### src/rtl/sk9822_rx.sv
// rtl/sk9822_rx.sv - SK9822 serial LED stream receiver
// Decodes start/data/end frames from a sniffed CK/DA pair into per-LED pulses.
module sk9822_rx #(
  parameter int MAX_LED     = 12,
  parameter int TIMEOUT_CYC = 100000
) (
  input  logic        clk,
  input  logic        rst,
  input  logic        sk9822_ck,
  input  logic        sk9822_da,
  output logic        led_valid,
  output logic [6:0]  led_idx,
  output logic [4:0]  led_bright,
  output logic [23:0] led_rgb,
  output logic        frame_start,
  output logic        frame_end,
  output logic        frame_err,
  output logic [6:0]  led_count
);

  localparam int             IW       = $clog2(TIMEOUT_CYC + 1);
  localparam logic [IW-1:0]  IDLE_MAX = IW'(TIMEOUT_CYC);
  localparam logic [IW-1:0]  IDLE_ONE = IW'(1);
  localparam logic [6:0]     LED_MAX  = 7'(MAX_LED);

  typedef enum logic {HUNT, WORD} state_t;

  state_t        state, state_n;
  logic          ck_s1, ck_s2, ck_prev, da_s1, da_s2;
  logic [31:0]   shreg;
  logic [5:0]    zero_cnt, zero_n;
  logic [4:0]    bit_cnt, bit_n;
  logic [6:0]    idx_cnt, idx_n;
  logic [IW-1:0] idle_cnt, idle_n;
  logic [6:0]    led_idx_n, led_count_n;
  logic [4:0]    bright_n;
  logic [23:0]   rgb_n;
  logic          valid_n, start_n, end_n, err_n;
  logic          ck_rise;
  logic [31:0]   word_in;

  assign ck_rise = ck_s2 & ~ck_prev;
  // Word as it will look once the current bit is shifted in
  assign word_in = {shreg[30:0], da_s2};

  always_ff @(posedge clk or posedge rst) begin
    if (rst) begin
      ck_s1   <= 1'b0;
      ck_s2   <= 1'b0;
      ck_prev <= 1'b0;
      da_s1   <= 1'b0;
      da_s2   <= 1'b0;
      shreg   <= '0;
    end else begin
      ck_s1   <= sk9822_ck;
      ck_s2   <= ck_s1;
      ck_prev <= ck_s2;
      da_s1   <= sk9822_da;
      da_s2   <= da_s1;
      if (ck_rise) shreg <= word_in;
    end
  end

  always_ff @(posedge clk or posedge rst) begin
    if (rst) begin
      state       <= HUNT;
      zero_cnt    <= '0;
      bit_cnt     <= '0;
      idx_cnt     <= '0;
      idle_cnt    <= '0;
      led_valid   <= 1'b0;
      led_idx     <= '0;
      led_bright  <= '0;
      led_rgb     <= '0;
      frame_start <= 1'b0;
      frame_end   <= 1'b0;
      frame_err   <= 1'b0;
      led_count   <= '0;
    end else begin
      state       <= state_n;
      zero_cnt    <= zero_n;
      bit_cnt     <= bit_n;
      idx_cnt     <= idx_n;
      idle_cnt    <= idle_n;
      led_valid   <= valid_n;
      led_idx     <= led_idx_n;
      led_bright  <= bright_n;
      led_rgb     <= rgb_n;
      frame_start <= start_n;
      frame_end   <= end_n;
      frame_err   <= err_n;
      led_count   <= led_count_n;
    end
  end

  always_comb begin
    state_n     = state;
    zero_n      = zero_cnt;
    bit_n       = bit_cnt;
    idx_n       = idx_cnt;
    led_idx_n   = led_idx;
    bright_n    = led_bright;
    rgb_n       = led_rgb;
    led_count_n = led_count;
    valid_n     = 1'b0;
    start_n     = 1'b0;
    end_n       = 1'b0;
    err_n       = 1'b0;
    if (ck_rise)                  idle_n = '0;
    else if (idle_cnt == IDLE_MAX) idle_n = idle_cnt;
    else                          idle_n = idle_cnt + IDLE_ONE;

    case (state)
      HUNT: begin
        if (ck_rise) begin
          if (da_s2) begin
            zero_n = '0;
          end else if (zero_cnt == 6'd31) begin
            start_n   = 1'b1;
            idx_n     = '0;
            led_idx_n = '0;
            bit_n     = '0;
            zero_n    = '0;
            state_n   = WORD;
          end else begin
            zero_n = zero_cnt + 6'd1;
          end
        end
      end
      WORD: begin
        zero_n = '0;
        if (ck_rise) begin
          bit_n = bit_cnt + 5'd1;
          if (bit_cnt == 5'd31) begin
            if (word_in == 32'h0000_0000) begin
              start_n   = 1'b1;
              idx_n     = '0;
              led_idx_n = '0;
            end else if (&word_in) begin
              end_n       = 1'b1;
              led_count_n = idx_cnt;
              state_n     = HUNT;
            end else if (word_in[31:29] == 3'b111) begin
              if (idx_cnt < LED_MAX) begin
                valid_n   = 1'b1;
                led_idx_n = idx_cnt;
                bright_n  = word_in[28:24];
                rgb_n     = word_in[23:0];
                idx_n     = idx_cnt + 7'd1;
              end else begin
                err_n = 1'b1;
              end
            end else begin
              err_n   = 1'b1;
              state_n = HUNT;
            end
          end
        end else if (idle_cnt == IDLE_MAX) begin
          // Bus went quiet mid-packet: drop the partial word silently
          state_n = HUNT;
          bit_n   = '0;
        end
      end
      default: state_n = HUNT;
    endcase
  end

endmodule

### config.mk
export PLATFORM = sky130hd
export DESIGN_NAME = sk9822_rx
export DESIGN_NICKNAME = d
export VERILOG_FILES = /design/src/rtl/sk9822_rx.sv
export SDC_FILE = /design/constraint.sdc
export NUM_CORES = 1
export LEC_CHECK = 0
export BUFFER_PORTS_ARGS = -buffer_cell sky130_fd_sc_hd__buf_2
export CORE_MARGIN = 3
export CORE_UTILIZATION = 58
export DETAILED_ROUTE_END_ITERATION = 16
export GPL_TIMING_DRIVEN = 0
export PLACE_DENSITY = 0.85
export SLEW_MARGIN = 10
export SYNTH_ARGS = -nofsm -noshare
export SYNTH_HDL_FRONTEND = slang
export SYNTH_SLANG_ARGS = --single-unit
### constraint.sdc
create_clock -name clk -period 4.5 [get_ports clk]
set_input_delay 0.225 -clock clk [delete_from_list [all_inputs] [get_ports clk]]
set_output_delay 0.225 -clock clk [all_outputs]
set_load 0.05 [all_outputs]
Word level (Yosys, flattened, before mapping)
Index checks and enable logic that the tools add are counted.

storage, ports and cells
  logic and storage cells = 111
  bits in registers = 119
  input bits = 4

operators by class
  add/sub/neg operators = 4
  bitwise logic cells = 5
  $lt $le $gt $ge = 1
  mux-type cells = 62
  reductions and logical operators = 6
  equality and inequality tests = 14

operators with widths
  cell                                                  count
  two-way mux 7 bit                                     15
  AND reduction 36 bit                                  1
  two-way mux 17 bit                                    2
  logical NOT 32 bit                                    1
  AND reduction 32 bit                                  1
  two-way mux 1 bit                                     31
  one-hot mux 7 bit (2 select lines)                    2
  two-way mux 5 bit                                     5
  two-way mux 6 bit                                     3
  adder 17 x 1 -> 17 bit (second input constant)        1
  equality test 17 bit (second input constant)          1
  one-hot mux 6 bit (2 select lines)                    1
  one-hot mux 5 bit (2 select lines)                    1
  != test 3 x 1 -> 1 bit (second input constant)        3
  != test 2 bit (second input constant)                 4
  AND reduction 8 bit                                   1
  adder 7 x 1 -> 7 bit (second input constant)          1
  < comparator 7 x 4 -> 1 bit (second input constant)   1
  AND reduction 7 bit                                   1
  adder 6 x 1 -> 6 bit (second input constant)          1
  equality test 6 x 5 -> 1 bit (second input constant)  1
  adder 5 x 1 -> 5 bit (second input constant)          1
  equality test 5 bit (second input constant)           1
  != test 2 x 1 -> 1 bit (second input constant)        2
  other kinds (6)                                       10

Depth between registers and ports, before layout
Gate-level depths: netlist (run 1).

  word-level depth = 8
  gate-level depth with buffers = 8
  gate-level depth less buffers = 7

Least setup slack after synthesis (run 1)
OpenSTA, ideal clock, no wires.

  kind = reg-to-reg
  start point = reg bit_cnt[0]
  end point = reg led_bright[0]
  period minus slack after synthesis = 2005 ps
  setup slack = 2495 ps
  stages on the path, launching flop included = 8
  data arrival time = 1880 ps
  cell sequence = dfrtp_1 -> ha_1 -> and3_1 -> ha_1 -> nand3_1 -> a2111oi_4 -> buf_2 -> mux2_2

on the way
  cells in the longest elaborated chain, start to end = 2

ends and longest elaborated chain
  what                           RTL line  RTL
  start: declaration             32        logic [4:0] bit_cnt, bit_n;
  start signal: assignment       82        bit_cnt <= bit_n;
  equality test 5 bit            134       if (bit_cnt == 5'd31) begin
  AND reduction 7 bit (no line)  --
  end signal: assignment         87        led_bright <= bright_n;
  end: declaration               13        output logic [4:0] led_bright,

Every way passes these cells.
A chain may end at the register's enable or synchronous reset.

Worst setup path after layout (run 1)
  start point = reg shreg[7]
  end point = reg idx_cnt[0]

on the way
  cells in the longest elaborated chain, start to end = 5
  elaborated cells between the ends (all ways) = 10
  those cells by class = 3 x eq/ne; 4 x mux; 3 x reduce/logical

ends and longest elaborated chain
  what                                RTL line  RTL
  start: declaration                  30        logic [31:0] shreg;
  start signal: assignment            60        if (ck_rise) shreg <= word_in;
  logical NOT 32 bit                  135       if (word_in == 32'h0000_0000) begin
  two-way mux 7 bit                   135
  two-way mux 7 bit                   134
  two-way mux 7 bit                   132       if (ck_rise) begin
  one-hot mux 7 bit (2 select lines)  113       case (state)
  end signal: assignment              83        idx_cnt <= idx_n;
  end: declaration                    33        logic [6:0] idx_cnt, idx_n;

Several ways; a longest one is shown, not always the timed one. The select of a mux whose other input is x is not followed.

==> results.cfg, run 1 <==
[sta]
hold_viol = 0
tightest_slew_ps = 668
setup_viol = 0
slew_headroom_pct = 55.2
layout_min_cycle_time_ps = 2430
rsz0062_at_grt = false
slew_violations = 0
fin_skew_ps = 8.23
setup_tns_ps = 0
fin_ws_ps = 2070
hold_slack_ps = 228
fin_crit_sh_pct = 54.1
max_freq_mhz = 411

[synth]
ys_async_sr_fraction_pct = 100
synthSimpleGateAreaFrac_pct = 20.2
netlist_instances = 452
muxShareOfSynthArea_pct = 9.14
synth_fa_ha_area_share_pct = 1.48
ys.flop_type = dfrtp_1
ys_types = 47
yosys_warnings = 0
synth.top_cell.area_share_pct = 58.6
synth_seq_cells = 119
synth_top_area_cell = dfrtp_1
synth_xor_area_share_pct = 2.41
synth_area_leaders = dfrtp_1 59%, nand2_1 7.6%, mux2_2 6.9%
synth_top_family_by_area = simple AND/OR/NAND/NOR gates
synth_edf_count = 0
syn_area_um2 = 5080
ys_seq_area_share_pct = 58.6
synth_compound_area_share_pct = 5.86
avgSynthCellArea_um2 = 11.2
syn_nets = 462

[floorplan]
die_h_um = 99.6
io_pins = 51
core_um2 = 8340
start_util_pct = 60.9
die_x_um = 99.6
core.rowCount = 33
design.die.area_um2 = 9920

[placed_design]
gp_congestion = 0.777
hpwl_mm = 6.98
dp_slack_ps = 2180
place_area_um2 = 5490
portBuffers = 50

[worst_setup_path]
crit_required_ps = 4900
cp-end-kind = flop
path_cells = nor4_1, nand4_1, nor3_2, nor3_1, mux2_2
max_stage_delay_ps = 610
critPathKind = reg2reg
reg2reg_depth = 5
cp.arrival_ps = 2830
crit_slowest_cell = nor3_2
critPathMaxFanout = 9
cp-start-kind = flop

[cells_and_area]
nFillCells = 544
fin_nets = 535
syn_to_final_growth_pct = 20.8
drive_gt1_share_pct = 25.9
diodes = 0
finish.instance_area_um2 = 6130

[power]
total_power_mw = 2.78
cellLeakagePower_nw = 3.22
p_per_area_nw_per_um2 = 453
vdd_drop_max_mv = 0.280

[clock_network]
cts_made_buffers = 17
cts.clk_slew.worst_paths_ps = 50
root_buffer = clkbuf_8
cts_tree = built
htreeDepth = 4
clock_latency_ps = 520
clock-sinks = 119
clockBufferDepth = 2

[routing]
post_drt_wl_per_cell_um = 17.4
vias = 3814
wirelength_mm = 11.2
dr.pass1.iters = 4
drt_iter0_markers = 150
drc = 0
routed_via_density = 5.94
ant_nets = 0

[run]
cap_viol_max_count = 0

[grt]
grt_pass1_wl_mm = 19.0
grt_usage_pct = 24.5
antenna_found_initial = 0
grt_max_degree = 89
overflow = 0
grt_pass1_vias = 3843

[status]
outcome = finished, final reports clean

[min_path]
hold_class = in2async
-- report_power, final --
group | switching (mW) | internal [mW] | leakage (nW) | total [mW]
Sequential | 0.0792 | 1.13 | 1.63 | 1.21
Clock | 0.452 | 0.936 | 0.301 | 1.39
Combinational | 0.116 | 0.0680 | 1.30 | 0.184
Total | 0.647 | 2.13 | 3.22 | 2.78
-- kinds of logic (layout without fill, tap and decap cells) --
group | after synthesis | after routing
mux | 39 | 39
xor+xnor | 14 | 14
fa+ha+maj | 6 | 6
compound gates | 39 | 39
buf+inv | 27 | 112
simple gates | 208 | 208
flops | 119 | 119
-- sequential cells by signal (all words and copies together) (netlist names), 5 cells and up --
name	count
led_rgb	24
idle_cnt	17
bit_cnt	5
idx_cnt	7
led_idx	7
led_count	7
shreg	31
zero_cnt	6
led_bright	5
-- metal layers --
layer,track usage [%],vias up,share of wire (%)
met5,0,-,0
met3,5.47,29,4.9
met2,40.6,135,51
met1,30.9,1929,41
li1,-,1721,-
met4,10.8,0,2.5
-- metrics by stage --
stage	instances	util [%]
6_report	642	73.6
5_1_grt	642	73.6
4_1_cts	642	73.6
3_5_place_dp	608	65.9
3_3_place_gp	607	65.5
2_1_floorplan	452	-
-- final timing paths --
kind / slack, ps / to / startpoint
worst min register to register: 350 / da_s2$_DFF_PP0_ / da_s1$_DFF_PP0_
worst max-delay path: 2070 / idx_cnt[0]$_DFFE_PP0P_ / shreg[7]$_DFFE_PP0P_
min in group clk: 340 / da_s1$_DFF_PP0_ / sk9822_da
worst min-delay path: 230 / ck_s1$_DFF_PP0_ / rst
max in group asynchronous: 3560 / shreg[23]$_DFFE_PP0P_ / rst
worst max register to register: 2070 / idx_cnt[0]$_DFFE_PP0P_ / shreg[7]$_DFFE_PP0P_
-- cells in the mapped netlist, types with 2 or more instances --
master	count
o21ai_0	6
xnor2_1	3
nor3_1	8
nand2b_1	2
a21oi_1	11
or2_2	2
ha_1	6
nor2_1	27
buf_1	3
a22o_1	4
mux2_4	7
nor4bb_1	3
nand2_1	103
and2_1	7
and3_1	3
nor4_1	9
nor4b_1	6
nor2b_1	2
dfrtp_1	119
nand4_1	11
nor4_4	2
nand3_1	13
clkbuf_1	10
o21bai_1	2
or3_1	3
and4_1	3
a31o_2	5
buf_2	4
mux2_2	31
xor2_1	11
inv_1	8
a2bb2oi_1	3
-- area by class of cell --
class	instances	area (um^2)	area share [%]
flip-flops and latches	119	2980	48.5
multi-input cells	306	1980	32.3
clock buffers	22	463	7.55
repair buffers	54	308	5.02
clock inverters	9	148	2.41
well taps	105	131	2.14
plain buffers	19	87.6	1.43
inverters	8	35.0	0.571
-- placed cells by master (no fill, tap or decap), types with 8 or more instances in the layout --
master,count
nand3_1,13
buf_2,54
nor2_1,27
xor2_1,11
nand4_1,11
mux2_2,31
nand2_1,103
clkbuf_1,12
a21oi_1,11
clkbuf_16,16
nor4_1,9
dfrtp_1,119
nor3_1,8
-- critical path: cells and delay by family (launching register included) --
family / cells / cell delay, ps
flops: 1 / 430
simple gates: 4 / 1560
mux: 1 / 320
-- what timing repair did --
action                                 CTS  global route
setup endpoints to repair                0             0
setup buffers                            0             0
endpoints found under the hold margin   33             0
gates resized for setup                  0             0
hold buffers                             3             0
Power figures use the tool's default switching activity.
==> run 2: changes to the inputs <==
- ABC_AREA: not set -> 1
- CORE_UTILIZATION: 58 -> 59
- PLACE_DENSITY: 0.85 -> 0.86
- clock period: 4.5 -> 2.4 ns (I/O delays scaled with it)
==> run 2 against run 1 <==
  * Via count grew 16%
  * First-iteration DRC count grew 150%
  * Sequential cell count is the same
  * Clock-buffer cell count is the same
  * Critical path depth grew 6
  * Combinational power grew 87%
  * Global-route usage grew 2.3 points
  * Setup slack lost 1700 ps
  * Non-clock buffer count is the same
  * Largest cell class unchanged
  * Highest routed layer unchanged
==> results.cfg, run 2 <==
[sta]
fin_crit_sh_pct = 85.2
setup_tns_ps = 0
slew_headroom_pct = 61.5
slew_violations = 0
setup_viol = 0
layout_min_cycle_time_ps = 2040
hold_viol = 0
fin_skew_ps = 5.62
max_freq_mhz = 489
rsz0062_at_grt = false
tightest_slew_ps = 576
hold_slack_ps = 217

[routing]
drc = 0
wirelength_mm = 12.3
routed_via_density = 5.58
vias = 4417
post_drt_wl_per_cell_um = 15.6
drt_iter0_markers = 370
dr.pass1.iters = 5
ant_nets = 0

[cells_and_area]
final_common_cell = nand2_1
utilization_pct = 74.2
drive_gt1_share_pct = 15.6
final_cell_mix = 169 x nand2_1, 119 x dfrtp_1, 65 x inv_1
diodes = 0
fin_nets = 684
syn_to_final_growth_pct = 19.3
nFillCells = 591
finish.instance_area_um2 = 6220
largestRegisters = shreg: 31 flops, led_rgb: 24 flops, idle_cnt: 17 flops
largest_reg_flops = 31
top_register = shreg

[synth]
ys.flop_type = dfrtp_1
syn_area_um2 = 5210
ys_async_sr_fraction_pct = 100
synth_top_family_by_area = simple AND/OR/NAND/NOR gates
ys_types = 39
netlist_instances = 599
synth_xor_area_share_pct = 0.672
yosys_warnings = 0
synth_edf_count = 0
synth_compound_area_share_pct = 10.4
avgSynthCellArea_um2 = 8.70
syn_nets = 609
synth_fa_ha_area_share_pct = 1.44
synthSimpleGateAreaFrac_pct = 23.8
synth.top_cell.area_share_pct = 57.2
ys_seq_area_share_pct = 57.2
muxShareOfSynthArea_pct = 0
netlist_top_cells_count = 169 x nand2_1, 119 x dfrtp_1, 66 x inv_1
synth_top_area_cell = dfrtp_1
synth_area_leaders = dfrtp_1 57%, nand2_1 12%, o21ai_0 6.1%
yosysMostFrequentCell = nand2_1
synth_seq_cells = 119

[worst_setup_path]
critPathMaxFanout = 10
worst_r2r_endpoint = led_rgb[2]$_DFFE_PP0P_
cp-start-kind = flop
critPathKind = reg2reg
ff2ff_setup_slack_ps = 360
cp.arrival_ps = 2450
crit_required_ps = 2800
reg2reg_depth = 11
cp-end-kind = flop
timing.rr.start = bit_cnt[0]$_DFFE_PP0P_

[clock_network]
clockBufferDepth = 2
cts_tree = built
cts.clk_slew.worst_paths_ps = 60
clock_latency_ps = 520
root_buffer = clkbuf_8
clock-sinks = 119
htreeDepth = 4
cts_made_buffers = 17
post_cts_buffers = 0

[power]
p_sw_share_pct = 25.1
cellLeakagePower_nw = 3.12
intPower_mw = 3.62
p_clk_share_pct = 47.4
p_seq_share_pct = 45.5
vdd_drop_max_mv = 0.792
p_sw_mw = 1.21
combPwrFrac_pct = 7.1
p_per_area_nw_per_um2 = 776

[grt]
grt_usage_pct = 26.7
overflow = 0
grt_pass1_wl_mm = 21.0
antenna_found_initial = 0
grt_pass1_vias = 4434
grt_max_degree = 38

[floorplan]
core_um2 = 8380
die_x_um = 100
start_util_pct = 62.2
io_pins = 51
design.die.area_um2 = 9990
core.rowCount = 33
die_h_um = 100

[run]
cap_viol_max_count = 0

[placed_design]
gp_congestion = 0.849
place_area_um2 = 5660
portBuffers = 50
hpwl_mm = 7.99

[status]
outcome = finished, final reports clean

[min_path]
hold_class = in2async
## run 2: worst max-delay path: stages, from the launching register on
cell,delay (ps)
dfrtp_1,460
ha_1,220
nand2_1,90
nor2_1,100
ha_1,140
nand2_1,130
inv_2,120
nand4_2,170
buf_6,200
buf_6,140
nand2_1,70
o21ai_1,70
## run 2: logic make-up after synthesis
group | Yosys count
DFF | 119
adders and majority gates | 6
xor gates and xnor gates | 4
buffers and inverters | 85
and+or+nand+nor | 283
AOI/OAI and AO/OA | 102
## run 2: worst max path at each step
stage,start,endpoint,slack [ps],cells past startpoint
3_5_place_dp,bit_cnt[0]$_DFFE_PP0P_,led_rgb[15]$_DFFE_PP0P_,380,9
6_report,bit_cnt[0]$_DFFE_PP0P_,led_rgb[2]$_DFFE_PP0P_,360,11
2_1_floorplan,bit_cnt[0]$_DFFE_PP0P_,led_rgb[10]$_DFFE_PP0P_,690,11
5_1_grt,bit_cnt[0]$_DFFE_PP0P_,led_rgb[13]$_DFFE_PP0P_,140,9
4_1_cts,bit_cnt[0]$_DFFE_PP0P_,led_rgb[15]$_DFFE_PP0P_,370,9
3_3_place_gp,rst,led_rgb[16]$_DFFE_PP0P_,180,2
## run 2: area by class of cell
type	instances	area [um^2]	area share, %
Buffer	17	86.3	1.39
Clock buffer	22	453	7.29
Clock inverter	9	77.6	1.25
Inverter	68	259	4.17
Multi-Input combinational cell	395	1890	30.4
Sequential cell	119	2980	47.9
Tap cell	105	131	2.11
Timing Repair Buffer	56	340	5.48
## run 2: stage by stage
step	power, mW	cells	setup slack [ps]
detailed placement	2.55	757	385
finish	4.83	791	356
CTS	4.83	791	370
global placement	2.51	754	178
floorplan	2.43	599	687
global route	4.99	791	139
## run 2: metal layers
metal	global-route usage [%]	wire length [um]	vias to the layer above
met4	11.7	287	0
met2	44.2	6180	171
met1	33.8	5110	2139
li1	-	-	2074
met3	6.39	721	33
met5	0	0	-
## run 2: power groups by stage
stage | logic (mW) | clock network (mW) | registers, mW
2_1_floorplan | 0.238 | 0 | 2.20
3_3_place_gp | 0.296 | 0 | 2.21
3_5_place_dp | 0.327 | 0 | 2.22
4_1_cts | 0.345 | 2.30 | 2.19
5_1_grt | 0.397 | 2.39 | 2.20
6_report | 0.345 | 2.29 | 2.20
## run 2: timing repair
action,in CTS,in global routing
hold buffers,3,0
endpoints found under the setup margin,0,0
resized for setup,0,0
endpoints found under the hold margin,22,0
==> run 3: changes to the inputs <==
--- a/config.mk
+++ b/config.mk
@@ -8,4 +8,5 @@
 export ABC_AREA = 1
 export BUFFER_PORTS_ARGS = -buffer_cell sky130_fd_sc_hd__buf_2
+export CORE_ASPECT_RATIO = 1.2
 export CORE_MARGIN = 3
 export CORE_UTILIZATION = 59
==> constraint.sdc (replaced) <==
create_clock -name clk -period 2.4 [get_ports clk]
set_input_delay 0.12 -clock clk [delete_from_list [all_inputs] [get_ports clk]]
set_output_delay 0.12 -clock clk [all_outputs]
set_load 0.1 [all_outputs]
==> run 3 against run 2 <==
  * Global-route usage hardly changed
  * Via count down 1.0%
  * Clock-buffer cell count fell by 3
  * Final cell count is 1.3% higher
  * Non-clock buffer count did not move
  * Critical path depth down 2
  * Register-to-register slack got worse by 40 ps
  * Clock skew grew 1.2 ps
  * Die area barely moved
  * Power grew 9.2%
  * Highest routed layer unchanged
==> results.cfg, run 3 (synthesized netlist as in run 2, its figures left out) <==
[cells_and_area]
final_common_cell = nand2_1
final_cell_mix = 169 x nand2_1, 119 x dfrtp_1, 65 x inv_1
top_register = shreg
fin_nets = 684
diodes = 0
largestRegisters = shreg: 31 flops, led_rgb: 24 flops, idle_cnt: 17 flops
largest_reg_flops = 31
drive_gt1_share_pct = 16.2
utilization_pct = 75.7
syn_to_final_growth_pct = 21.7
finish.instance_area_um2 = 6340

[worst_setup_path]
reg2reg_depth = 9
cp-end-kind = flop
timing.rr.start = bit_cnt[0]$_DFFE_PP0P_
critPathMaxFanout = 10
cp.arrival_ps = 2470
ff2ff_setup_slack_ps = 320
worst_r2r_endpoint = led_rgb[16]$_DFFE_PP0P_
cp-start-kind = flop
critPathKind = reg2reg
crit_required_ps = 2780

[sta]
hold_viol = 0
rsz0062_at_grt = false
slew_violations = 0
setup_viol = 0
setup_tns_ps = 0
layout_min_cycle_time_ps = 2080
max_freq_mhz = 480
tightest_slew_ps = 571
fin_ws_ps = 316
slew_headroom_pct = 61.9
fin_skew_ps = 6.78
fin_crit_sh_pct = 86.8

[floorplan]
design.die.area_um2 = 10000
io_pins = 51
core.rowCount = 36
core_um2 = 8380
start_util_pct = 62.2
die_x_um = 91.8
die_h_um = 109

[placed_design]
dp_slack_ps = 342
portBuffers = 50
place_area_um2 = 5670
hpwl_mm = 8.10
gp_congestion = 0.864

[min_path]
hold_class = in2async

[power]
combPwrFrac_pct = 6.5
intPower_mw = 4.04
p_clk_share_pct = 51.9
p_sw_share_pct = 23.3
p_per_area_nw_per_um2 = 831
cellLeakagePower_nw = 3.18
total_power_mw = 5.27
p_sw_mw = 1.23
p_seq_share_pct = 41.5
vdd_drop_max_mv = 0.748

[clock_network]
htreeDepth = 4
clock-sinks = 119
clockBufferDepth = 2
cts_tree = built
post_cts_buffers = 0
cts_resized = 0
clock_latency_ps = 530
cts_made_buffers = 17
cts.clk_slew.worst_paths_ps = 60
root_buffer = clkbuf_8

[grt]
grt_max_degree = 39
overflow = 0
grt_usage_pct = 26.8
grt_pass1_wl_mm = 20.7
grt_pass1_vias = 4382
antenna_found_initial = 0

[routing]
drc = 0
post_drt_wl_per_cell_um = 15.1
dr.pass1.iters = 5
drt_iter0_markers = 398
ant_nets = 0
vias = 4372
routed_via_density = 5.46
wirelength_mm = 12.1

[run]
cap_viol_max_count = 0

[status]
outcome = finished, final reports clean
run 3: cell count changes in the layout (fill, tap and decap cells not counted):
cell,before,now
clkinv_2,5,4
clkinv_4,0,1
bufinv_16,1,5
clkbuf_1,13,10
run 3: worst max-delay path by stage:
stage          slack, ps                   start                       to  cells past startpoint
2_1_floorplan        680  bit_cnt[0]$_DFFE_PP0P_  led_rgb[10]$_DFFE_PP0P_                     11
3_3_place_gp         180                     rst  led_rgb[15]$_DFFE_PP0P_                      2
3_5_place_dp         340  bit_cnt[0]$_DFFE_PP0P_  led_rgb[16]$_DFFE_PP0P_                      9
4_1_cts              320  bit_cnt[0]$_DFFE_PP0P_  led_rgb[16]$_DFFE_PP0P_                      9
5_1_grt              120  bit_cnt[0]$_DFFE_PP0P_  led_rgb[16]$_DFFE_PP0P_                      9
6_report             320  bit_cnt[0]$_DFFE_PP0P_  led_rgb[16]$_DFFE_PP0P_                      9
run 3: final cells by class:
type | count | area [um^2]
Inverter | 68 | 259
Multi-Input combinational cell | 395 | 1890
Clock inverter | 13 | 201
Sequential cell | 119 | 2980
Buffer | 17 | 86.3
Tap cell | 114 | 143
Timing Repair Buffer | 56 | 340
Clock buffer | 19 | 442
Fill cell | 581 | 2040
run 3: metal layers:
metal / global-route usage (%) / wire length, um / up-vias
met5: 0 / 0 / -
met2: 45.3 / 6290 / 131
met3: 7.59 / 604 / 35
met1: 32.4 / 4910 / 2142
met4: 11.1 / 303 / 0
li1: - / - / 2064
run 3: worst max-delay path, cell delays in order (launching register included):
cell and delay [ps]:
dfrtp_1 440, ha_1 250, nand2_1 100, nor2_1 50
ha_1 170, nand2_1 180, inv_2 90, nand4_2 150
clkbuf_1 360, o21ai_0 150
run 3: timing repair:
item	CTS	global route
hold endpoints to repair	24	0
hold buffers	3	0
endpoints found under the setup margin	0	0
run 3: power groups by stage:
stage | clock [mW] | sequential [mW] | combinational [mW]
final | 2.74 | 2.19 | 0.344
after global routing | 2.85 | 2.20 | 0.394
after CTS | 2.74 | 2.19 | 0.344
after detailed placement | 0 | 2.22 | 0.326
after global placement | 0 | 2.22 | 0.297
after floorplan | 0 | 2.20 | 0.238
run 3: per-stage QoR:
step | hold slack (ps) | instances
detailed placement | 214 | 766
global route | 213 | 801
CTS | 211 | 801
global placement | 229 | 763
floorplan | 151 | 599
finish | 201 | 801
